File: config.mk
export PLATFORM = sky130hd
export DESIGN_NAME = lector_eventos_botones
export DESIGN_NICKNAME = d
export VERILOG_FILES = /design/src/rtl/lector_eventos_botones.sv
export SDC_FILE = /design/constraint.sdc
export NUM_CORES = 1
export LEC_CHECK = 0
export ABC_AREA = 1
export BUFFER_PORTS_ARGS = -buffer_cell sky130_fd_sc_hd__buf_2
export CAP_MARGIN = 10
export CORE_MARGIN = 2
export CORE_UTILIZATION = 30
export CTS_CLUSTER_DIAMETER = 200
export DETAILED_ROUTE_END_ITERATION = 16
export GPL_TIMING_DRIVEN = 0
export REMOVE_ABC_BUFFERS = 1
export SETUP_SLACK_MARGIN = 0.02
export SLEW_MARGIN = 20
export SYNTH_ARGS = -nofsm -noshare
export SYNTH_HDL_FRONTEND = slang
export SYNTH_SLANG_ARGS = --single-unit
File: constraint.sdc
create_clock -name clk -period 1.9 [get_ports clk]
set_clock_uncertainty 0.15 [all_clocks]
set_input_delay 0 -clock clk [delete_from_list [all_inputs] [get_ports clk]]
set_output_delay 0 -clock clk [all_outputs]
set_load 0.005 [all_outputs]
File: src/rtl/lector_eventos_botones.sv
`timescale 1ns/1ps
`default_nettype none
// ============================================================================
//  Module      : lector_eventos_botones
//  Description : Consumer end of the debounced button/sensor front-end.
//                Turns each level change on the five toggle-per-press
//                inputs into a one-event code. The code goes through a
//                per-source pending bit, a fixed-priority arbiter and a
//                small FIFO, and leaves on a valid/ready handshake.
//  Optional    : LECTOR_EVT_DROP_CNT_EN - when defined, drop_count is a
//                saturating 8-bit lost-event counter. When undefined,
//                drop_count is tied to 0.
//  Ports       : clk, reset (async, active-high)
//                senal_energia / senal_medicina / senal_test_activado /
//                senal_fot / senal_ultrasonido : async toggle levels
//                evt_valid, evt_code[2:0], evt_ready : event handshake
//                modo_test : synchronized test level
//                overflow (sticky), overflow_clr : event-loss flag
//                drop_count[7:0] : lost-event count
//  Revision    : 1.0 - initial release
// ============================================================================
module lector_eventos_botones #(
    parameter int FIFO_DEPTH = 4,   // power of two, >= 2
    parameter int ARM_CYCLES = 3
) (
    input  logic       clk,
    input  logic       reset,
    input  logic       senal_energia,
    input  logic       senal_medicina,
    input  logic       senal_test_activado,
    input  logic       senal_fot,
    input  logic       senal_ultrasonido,
    output logic       evt_valid,
    output logic [2:0] evt_code,
    input  logic       evt_ready,
    output logic       modo_test,
    output logic       overflow,
    input  logic       overflow_clr,
    output logic [7:0] drop_count
);

    localparam int c_NSRC = 5;
    localparam int c_AW   = $clog2(FIFO_DEPTH);
    localparam int c_PW   = c_AW + 1;
    localparam int c_CW   = (ARM_CYCLES > 0) ? $clog2(ARM_CYCLES + 1) : 1;
    localparam logic [c_CW-1:0] c_ARM = c_CW'(ARM_CYCLES);

    // Bit position of each source inside the internal source vectors.
    localparam int c_ENERGIA  = 0;
    localparam int c_MEDICINA = 1;
    localparam int c_TEST     = 2;
    localparam int c_FOT      = 3;
    localparam int c_ULTRA    = 4;

    logic [c_NSRC-1:0] w_raw;
    assign w_raw = {senal_ultrasonido, senal_fot, senal_test_activado,
                    senal_medicina, senal_energia};

    // ------------------------------------------------------------------
    // Two-flop synchronizers plus a previous-value stage for edge detection
    // ------------------------------------------------------------------
    logic [c_NSRC-1:0] s1_q, s2_q, prev_q;

    always_ff @(posedge clk or posedge reset) begin
        if (reset) begin
            s1_q   <= '0;
            s2_q   <= '0;
            prev_q <= '0;
        end else begin
            s1_q   <= w_raw;
            s2_q   <= s1_q;
            prev_q <= s2_q;
        end
    end

    assign modo_test = s2_q[c_TEST];

    // ------------------------------------------------------------------
    // Arming: for the first ARM_CYCLES edges after reset, prev still follows
    // s2 but edges are discarded. Inputs that are already high when reset
    // is released therefore produce no event.
    // ------------------------------------------------------------------
    logic [c_CW-1:0] arm_cnt_q, arm_cnt_d;
    logic            w_armed;

    assign w_armed = (arm_cnt_q >= c_ARM);

    always_comb begin
        arm_cnt_d = arm_cnt_q;
        if (!w_armed) begin
            arm_cnt_d = arm_cnt_q + c_CW'(1);
        end
    end

    always_ff @(posedge clk or posedge reset) begin
        if (reset) begin
            arm_cnt_q <= '0;
        end else begin
            arm_cnt_q <= arm_cnt_d;
        end
    end

    logic [c_NSRC-1:0] w_edge;
    assign w_edge = w_armed ? (s2_q ^ prev_q) : '0;

    // ------------------------------------------------------------------
    // FIFO pointers: one extra wrap bit separates full from empty.
    // ------------------------------------------------------------------
    logic [c_PW-1:0] wr_ptr_q, wr_ptr_d, rd_ptr_q, rd_ptr_d;
    logic [2:0]      mem_q [FIFO_DEPTH];
    logic            w_empty, w_full, w_pop, w_push, w_can_push;

    assign w_empty    = (wr_ptr_q == rd_ptr_q);
    assign w_full     = (wr_ptr_q[c_AW-1:0] == rd_ptr_q[c_AW-1:0]) &&
                        (wr_ptr_q[c_AW] != rd_ptr_q[c_AW]);
    assign evt_valid  = !w_empty;
    assign w_pop      = evt_valid & evt_ready;
    // A full FIFO still accepts when its head leaves in the same cycle.
    assign w_can_push = !w_full || w_pop;

    // The head comes only from registers (pointers and storage). A push is
    // therefore visible one cycle later, and evt_ready has no path to the
    // outputs inside the same cycle.
    assign evt_code = w_empty ? 3'd0 : mem_q[rd_ptr_q[c_AW-1:0]];

    // ------------------------------------------------------------------
    // Pending bits and fixed-priority arbiter
    // (test > energia > medicina > ultrasonido > fot)
    // ------------------------------------------------------------------
    logic [c_NSRC-1:0] pending_q, pending_d, w_grant, w_lost;
    logic [2:0]        w_code;

    always_comb begin
        w_grant = '0;
        w_code  = 3'd0;
        if (w_can_push) begin
            if (pending_q[c_TEST]) begin
                w_grant[c_TEST] = 1'b1;
                w_code          = 3'd3;
            end else if (pending_q[c_ENERGIA]) begin
                w_grant[c_ENERGIA] = 1'b1;
                w_code             = 3'd1;
            end else if (pending_q[c_MEDICINA]) begin
                w_grant[c_MEDICINA] = 1'b1;
                w_code              = 3'd2;
            end else if (pending_q[c_ULTRA]) begin
                w_grant[c_ULTRA] = 1'b1;
                w_code           = 3'd5;
            end else if (pending_q[c_FOT]) begin
                w_grant[c_FOT] = 1'b1;
                w_code         = 3'd4;
            end
        end
    end

    assign w_push    = |w_grant;
    // A repeat edge on a source that is still waiting has nowhere to go.
    assign w_lost    = w_edge & pending_q & ~w_grant;
    assign pending_d = (pending_q & ~w_grant) | w_edge;
    assign wr_ptr_d  = wr_ptr_q + c_PW'(w_push);
    assign rd_ptr_d  = rd_ptr_q + c_PW'(w_pop);

    always_ff @(posedge clk or posedge reset) begin
        if (reset) begin
            pending_q <= '0;
            wr_ptr_q  <= '0;
            rd_ptr_q  <= '0;
        end else begin
            pending_q <= pending_d;
            wr_ptr_q  <= wr_ptr_d;
            rd_ptr_q  <= rd_ptr_d;
        end
    end

    // Storage needs no reset: it is read only while the pointers say valid.
    always_ff @(posedge clk) begin
        if (w_push) begin
            mem_q[wr_ptr_q[c_AW-1:0]] <= w_code;
        end
    end

    // ------------------------------------------------------------------
    // Sticky overflow: a new loss wins over a simultaneous clear.
    // ------------------------------------------------------------------
    logic overflow_q, overflow_d;

    assign overflow_d = (overflow_q & ~overflow_clr) | (|w_lost);
    assign overflow   = overflow_q;

    always_ff @(posedge clk or posedge reset) begin
        if (reset) begin
            overflow_q <= 1'b0;
        end else begin
            overflow_q <= overflow_d;
        end
    end

`ifdef LECTOR_EVT_DROP_CNT_EN
    // Several sources can lose an edge in the same cycle, so add the whole
    // count and saturate at 255.
    logic [7:0] drop_q, drop_d;
    logic [2:0] w_nlost;
    logic [8:0] w_sum;

    always_comb begin
        w_nlost = 3'd0;
        for (int i = 0; i < c_NSRC; i++) begin
            w_nlost = w_nlost + {2'b00, w_lost[i]};
        end
        w_sum  = {1'b0, drop_q} + {6'd0, w_nlost};
        drop_d = w_sum[8] ? 8'hFF : w_sum[7:0];
    end

    always_ff @(posedge clk or posedge reset) begin
        if (reset) begin
            drop_q <= 8'd0;
        end else begin
            drop_q <= drop_d;
        end
    end

    assign drop_count = drop_q;
`else
    assign drop_count = 8'd0;
`endif

endmodule
`default_nettype wire
==> results of run 1 <==
[synthesized netlist by cell type, drive strengths merged]
cell / number / area share
a21oi: 6 / 0.017
buf: 9 / 0.040
conb: 1 / 0.0021
dfrtp: 29 / 0.41
edfxtp: 12 / 0.20
ha: 5 / 0.035
inv: 18 / 0.039
nand2: 51 / 0.12
nand3: 2 / 0.0056
nand3b: 1 / 0.0042
nor2: 23 / 0.054
nor3: 7 / 0.022
o21ai: 11 / 0.031
o22ai: 4 / 0.014
xnor2: 1 / 0.0049
xor2: 2 / 0.0098
[layout make-up]
cell class	count	area [um^2]	area share
Timing Repair Buffer	30	210.2	0.09745
Multi-Input combinational cell	121	606.8	0.2813
Tap cell	75	93.84	0.04350
Clock buffer	7	86.33	0.04002
Sequential cell	41	1090	0.5052
Inverter	18	70.07	0.03248
[logic make-up (layout without fill, tap and decap cells)]
logic type               count (synthesis)  count (layout)  share of synthesized area
AND/OR/NAND/NOR                         84              84                     0.2013
flip-flops                              41              41                     0.6066
buffers and inverters                   27              55                    0.07897
AO/OA/AOI/OAI                           21              21                    0.06149
adder cells (fa/ha/maj)                  5               5                    0.03494
XOR/XNOR                                 3               3                    0.01468
other                                    1               8                   0.002094
[metal layers]
layer / vias up / track usage
li1: 637 / -
met1: 533 / 0.1197
met2: 23 / 0.1620
met3: 3 / 0.03000
met4: 0 / 0.03051
met5: - / 0
[registers in the layout, summed over array words and instances (netlist names)]
| signal | cells |
|---|---|
| prev_q | 5 |
| arm_cnt_q | 2 |
| pending_q | 5 |
| rd_ptr_q | 3 |
| overflow | 1 |
| mem_q | 12 |
| s2_q | 5 |
| s1_q | 5 |
| wr_ptr_q | 3 |
[power by group]
group          switching (mW)  internal (mW)  leakage (nW)
Combinational           0.580          0.435         0.553
Clock                   0.284          0.288        0.0443
Sequential              0.129           1.15         0.424
[stage by stage]
step | TNS [ns] | instance area (um^2) | hold WS [ns] | total power [mW]
6_report | 0 | 2157 | 0.1717 | 2.866
2_1_floorplan | 0 | 1745 | -0.1186 | 1.900
5_1_grt | -0.09140 | 2157 | 0.1952 | 3.108
3_5_place_dp | -0.8572 | 1909 | -0.04069 | 2.154
4_1_cts | 0 | 2101 | 0.1927 | 2.785
3_3_place_gp | -0.6973 | 1909 | -0.04276 | 2.133
[how the worst min path moves through the flow]
stage,start,to,slack (ns),depth (start not counted)
2_1_floorplan,senal_energia,s1_q[0],-0.12,0
3_3_place_gp,senal_energia,s1_q[0],-0.04,1
3_5_place_dp,senal_energia,s1_q[0],-0.04,1
4_1_cts,senal_fot,s1_q[3],0.19,2
5_1_grt,senal_ultrasonido,s1_q[4],0.20,2
6_report,reset,wr_ptr_q[2],0.17,3
[worst max-delay path: stages (launching register included)]
cell and delay, ns:
dfrtp_2 0.45, inv_1 0.14, nand2_1 0.06, nand2_1 0.10, nor2_4 0.05, nand2_4 0.08, nand2_4 0.06, nor3_1 0.36
[repair_timing]
action                     4_1_cts  5_1_grt
pin swaps                        0        2
setup endpoints to repair       16       13
buffers inserted                 2        6
hold buffers                     8        0
hold endpoints to repair        37        0
gates resized for setup          4        6
==> results.toml, run 1 <==
[status]
outcome = "complete, no violations"

[worst_setup_path]
crit_fanout = 6
criticalPathCategory = "reg -> reg"
r2r_start = "wr_ptr_q[0]"
timing.rr.end = "mem_q[1][2]"
crit_start = "wr_ptr_q[0]"
ff2ff_path_depth = 7
crit_end = "mem_q[1][2]"
critPathLaunchType = "flip-flop"
r2r_slack_ns = 0.09
crit_path_end_kind = "flip-flop"
critPathArrivalTime_ns = 1.60
cp_data_required_time_ns = 1.69

[drt]
antenna_left = 0
firstDrtPassIters = 4
drtIter0Drc = 56
wl_met2_um = 1358
drc = 0
wl_met3_um = 103
routedLengthMet1_um = 1430
wl_per_cell_um = 9.983
routed_wl_um = 2915
viasPerCell = 4.096
dr.max_layer_used = "met4"
vias = 1196

[cells_and_area]
final_util = 0.3687
mostFrequentLayoutCells = "45 x nand2_1, 26 x dfrtp_1, 20 x nor2_1"
nets = 231
area_delta_synth_final_pct = 20.48
fill_cells = 598
diodes = 0
layout.cells.non_filler = 292
layout-drive-gt1-share = 0.2120
final_common_cell = "nand2_1"

[power]
power_leakage_nw = 1.021
p_per_area_nw_per_um2 = 1329
ir_drop_mv = 0.5155

[cts]
clk_pin_slew_worst_paths_ns = 0.08
clk_latency_ns = 0.29
cts-root-buf = "clkbuf_8"
clock_path_buffers = 2
numCtsBuffers = 5
cts_max_level = 2
clock-sinks = 41
cts_tree = "yes"

[logic_synthesis]
yosysWarnings = 0
syn_area_um2 = 1790
synth_cell_types = 24
synthCells = 182
syn-mean-instance-area_um2 = 9.838
seq_area_frac_synth = 0.6066
postSynthRegisterBits = 41

[place]
io_buffers = 14
dp.cells = 269
hpwl_um = 1988
pre_cts_ws_ns = -0.1030
routabilityCongestion = 0.7834

[timing]
setup_slack_ns = 0.08917
maxSlewHeadroom = 0.6013
hold_viol = 0
finalCritPeriodShare = 0.9531
max_freq_mhz = 552.2
post-route-min-period_ns = 1.811
finalMaxSlewViolations = 0
rsz0062_at_grt = "yes"
setup_viol = 0
tightest_slew_ns = 0.5973

[floorplanning]
io_pins = 23
die_area_um2 = 6602
rows = 28
core_um2 = 5851
initial_core_util = 0.3060
fp.dieH_um = 81.26
die-width_um = 81.26

[grt]
grt_max_degree = 30
antenna_found_initial = 0
grt_pass1_vias = 1089
grt_pass1_wl_um = 4899
track_usage = 0.09696
grt.overflow.total = 0

[hold_path]
hold_path.class = "in -> async"

[run]
drv_cap = 0
Note: power is estimated with default switching activity, not from simulation.
==> run 2: changes to the inputs <==
- PLACE_DENSITY: unset -> 0.58
==> results.toml, run 2 (synthesized netlist as in run 1, its figures left out) <==
[status]
outcome = "complete, no violations"

[cells_and_area]
layout.cells.non_filler = 292
nets = 231
post-route-cell-area_um2 = 2167
fill_cells = 588
final_common_cell = "nand2_1"
diodes = 0
area_delta_synth_final_pct = 21.03
layout-drive-gt1-share = 0.2258
mostFrequentLayoutCells = "44 x nand2_1, 25 x dfrtp_1, 20 x nor2_1"
largest_register_ffs = 12

[floorplanning]
core_um2 = 5851
die-width_um = 81.26
rows = 28
io_pins = 23
fp.dieH_um = 81.26
die_area_um2 = 6602
initial_core_util = 0.3060

[worst_setup_path]
crit_start = "wr_ptr_q[1]"
cp_data_required_time_ns = 1.68
criticalPathCategory = "reg -> reg"
critPathArrivalTime_ns = 1.61
critPathLaunchType = "flip-flop"
crit_path_end_kind = "flip-flop"
ff2ff_path_depth = 7
r2r_start = "wr_ptr_q[1]"
crit_end = "mem_q[2][1]"
timing.rr.end = "mem_q[2][1]"
crit_fanout = 5
r2r_slack_ns = 0.06

[grt]
grt_max_degree = 30
grt.overflow.total = 0
antenna_found_initial = 0
grt_pass1_vias = 1118
track_usage = 0.09918
grt_pass1_wl_um = 4961

[place]
routabilityCongestion = 0.7782
hpwl_um = 2068
io_buffers = 14
dp.cells = 269
pre_cts_ws_ns = -0.1312
postPlaceCellArea_um2 = 1909

[power]
ir_drop_mv = 0.5830
p_int_mw = 1.839
clkPwrFrac = 0.182
seq_power_share = 0.452
power_leakage_nw = 1.026
power_frac_comb = 0.367
design_power_total_mw = 2.851
power_switching_mw = 1.012
p_sw_frac = 0.3549
p_per_area_nw_per_um2 = 1315

[timing]
rsz0062_at_grt = "yes"
setup_slack_ns = 0.06402
finalCritPeriodShare = 0.9663
post-route-min-period_ns = 1.836
tns_ns = 0
setup_viol = 0
maxSlewHeadroom = 0.6057
max_freq_mhz = 544.7
hold_viol = 0
finalMaxSlewViolations = 0
tightest_slew_ns = 0.5905

[drt]
drc = 0
firstDrtPassIters = 4
antenna_left = 0
vias = 1220
routed_wl_um = 2950
viasPerCell = 4.178
drtIter0Drc = 51
wl_per_cell_um = 10.10

[cts]
cts_max_level = 2
clk_pin_slew_worst_paths_ns = 0.07
cts_tree = "yes"
cts-root-buf = "clkbuf_8"
clk_latency_ns = 0.28
clock-sinks = 41
numCtsBuffers = 5
clock_path_buffers = 2

[run]
drv_cap = 0

[hold_path]
hold_path.class = "in -> async"
## run 2: how the worst min path moves through the flow
stage	end	slack, ns	cells past startpoint
2_1_floorplan	s1_q[0]	-0.12	0
3_3_place_gp	s1_q[0]	-0.04	1
3_5_place_dp	s1_q[0]	-0.04	1
4_1_cts	s1_q[2]	0.19	2
5_1_grt	s1_q[2]	0.19	2
6_report	s1_q[2]	0.18	3
## run 2: final cells by class
| type | instances | area, um^2 | share of cell area |
|---|---|---|---|
| tap | 75 | 93.84 | 0.04330 |
| multi-input combinational | 121 | 624.3 | 0.2881 |
| clock inverter | 1 | 5.005 | 0.002309 |
| sequential | 41 | 1091 | 0.5035 |
| timing repair buffer | 30 | 210.2 | 0.09700 |
| inverter | 18 | 70.07 | 0.03233 |
| clock buffer | 6 | 72.57 | 0.03349 |
## run 2: metrics by stage
stage                     hold WS (ns)  utilization
after CTS                       0.1946       0.3578
after global placement        -0.04266       0.3263
final                           0.1795       0.3704
after global routing            0.1923       0.3704
after detailed placement      -0.04069       0.3263
after floorplan                -0.1186            -
## run 2: metal layers
layer  up-vias  GRT usage  share of wire
li1        639          -              -
met1       558     0.1228           0.47
met2        23     0.1686           0.50
met3         0    0.03000          0.036
met4         0    0.02542              0
met5         -          0              0
## run 2: worst max-delay path, stage by stage (launching register included)
cell and delay, ns:
dfrtp_2 0.44, inv_1 0.14, nand2_1 0.08, nand2_2 0.09, nor2_4 0.05, nand2_4 0.07
nand2_4 0.07, nor3_1 0.38
## run 2: timing repair
action,4_1_cts,5_1_grt
hold buffers,8,0
endpoints found under the hold margin,37,0
setup endpoints to repair,16,13
pin swaps,0,1
gates resized for setup,5,9
setup buffers,2,6
## run 2: power by group through the flow
stage | registers, mW | clock network (mW) | logic, mW
after floorplan | 1.27 | 0 | 0.627
after global placement | 1.31 | 0 | 0.825
after detailed placement | 1.32 | 0 | 0.850
after CTS | 1.29 | 0.540 | 0.931
after global routing | 1.32 | 0.583 | 1.22
final | 1.29 | 0.517 | 1.04
==> run 3: changes to the inputs <==
- CORE_UTILIZATION: 30 -> 50
- PLACE_DENSITY: 0.58 -> 0.81
==> results.toml, run 3 (synthesized netlist as in run 1, its figures left out) <==
[grt]
grt.overflow.total = 0
grt_max_degree = 30
grt_pass1_wl_um = 4491
antenna_found_initial = 0
track_usage = 0.1456
grt_pass1_vias = 1140

[worst_setup_path]
crit_start = "rd_ptr_q[0]"
cp_data_required_time_ns = 1.99
crit_path_end_kind = "flip-flop"
cpPeakStageDelay_ns = 0.45
critPathLaunchType = "flip-flop"
r2r_start = "rd_ptr_q[0]"
critPathSlowestCell = "dfrtp_2"
criticalPathCategory = "reg -> reg"
crit_fanout = 8
crit_chain = "inv_4, nand2_1, nand2_1, nor2_4, nand2_4, nand2_4, inv_1, ha_1, ha_1, xor2_1"
critPathArrivalTime_ns = 1.89

[drt]
firstDrtPassIters = 6
antenna_left = 0
vias = 1253
wl_per_cell_um = 10.34
viasPerCell = 4.764
drtIter0Drc = 51
routed_wl_um = 2719
drc = 0

[timing]
setup_slack_ns = 0.09954
setup_viol = 0
post-route-min-period_ns = 1.800
max_freq_mhz = 555.4
maxSlewHeadroom = 0.6165
tns_ns = 0
finalMaxSlewViolations = 0
hold_viol = 0
finalCritPeriodShare = 0.9476
rsz0062_at_grt = "no"
tightest_slew_ns = 0.5744

[floorplanning]
initial_core_util = 0.5282
die-width_um = 63.84
io_pins = 23
core_um2 = 3390
fp.dieH_um = 63.84
die_area_um2 = 4076
rows = 21

[power]
p_per_area_nw_per_um2 = 1316
ir_drop_mv = 0.6272
power_leakage_nw = 1.016
design_power_total_mw = 2.780

[place]
pre_cts_ws_ns = -0.05958
routabilityCongestion = 0.7785
io_buffers = 14
hpwl_um = 1894
dp.cells = 240

[cts]
cts_max_level = 2
clk_pin_slew_worst_paths_ns = 0.10
cts_tree = "yes"
clock_path_buffers = 2
cts-root-buf = "clkbuf_4"
clk_latency_ns = 0.35
numCtsBuffers = 5
clock-sinks = 41

[cells_and_area]
final_util = 0.6231
final_common_cell = "nand2_1"
layout.cells.non_filler = 263
diodes = 0
area_delta_synth_final_pct = 17.96
mostFrequentLayoutCells = "45 x nand2_1, 26 x dfrtp_1, 20 x nor2_1"
largest_register_ffs = 12
nets = 230
layout-drive-gt1-share = 0.2304

[run]
drv_cap = 0

[status]
outcome = "complete, no violations"

[hold_path]
hold_path.class = "in -> async"
==> run 3: changes by cell type in the layout (fill, tap and decap cells not counted), sizes merged <==
cell / delta
buf: -1
clkbuf: +1
==> run 3: cell type report <==
cell class                      count  area, um^2
Clock buffer                        7       65.06
Clock inverter                      1       5.005
Fill cell                         277        1277
Inverter                           18       70.07
Multi-Input combinational cell    121       621.8
Sequential cell                    41        1090
Tap cell                           46       57.56
Timing Repair Buffer               29       202.7
==> run 3: critical path, delay by kind of cell (launching register included) <==
kind                     cells  cell delay, ns
flip-flops                   1            0.45
XOR/XNOR                     1            0.14
AND/OR/NAND/NOR              5            0.47
buffers and inverters        2            0.13
adder cells (fa/ha/maj)      2            0.36
==> run 3: what timing repair did <==
| item | in CTS | in global routing |
|---|---|---|
| pin swaps | 0 | 2 |
| setup endpoints to repair | 15 | 15 |
| gates resized for setup | 3 | 10 |
| hold buffers | 8 | 0 |
| buffers inserted | 1 | 6 |
| hold endpoints to repair | 41 | 0 |
==> run 3: final timing paths <==
kind                                      to  cells past startpoint  slack, ns
worst max-delay path             wr_ptr_q[2]                     10        0.1
worst min-delay path            pending_q[2]                      3        0.1
worst max register to register   wr_ptr_q[2]                     10        0.1
worst min register to register       s2_q[2]                      0       0.21
max in group asynchronous        rd_ptr_q[1]                      3       1.10
min in group clk                     s1_q[3]                      2       0.14
==> run 3: layer usage <==
layer / vias up / routed length [um] / GRT usage
met5: - / 0 / 0
met4: 0 / 62 / 0.08967
met1: 579 / 1145 / 0.1500
li1: 642 / - / -
met3: 7 / 91 / 0.03697
met2: 25 / 1420 / 0.2617
==> run 3: through the flow <==
stage               hold WS (ns)  instance area [um^2]
floorplan                -0.1186                  1745
global placement        -0.04258                  1873
detailed placement      -0.04036                  1873
CTS                       0.1107                  2034
global route              0.1190                  2112
finish                   0.09614                  2112
==> run 3: where the power goes <==
group	leakage, nW	switching (mW)	total (mW)	internal, mW
combinational	0.551	0.594	1.03	0.434
clock	0.0413	0.255	0.469	0.214
sequential	0.424	0.135	1.28	1.15
total	1.02	0.984	2.78	1.80
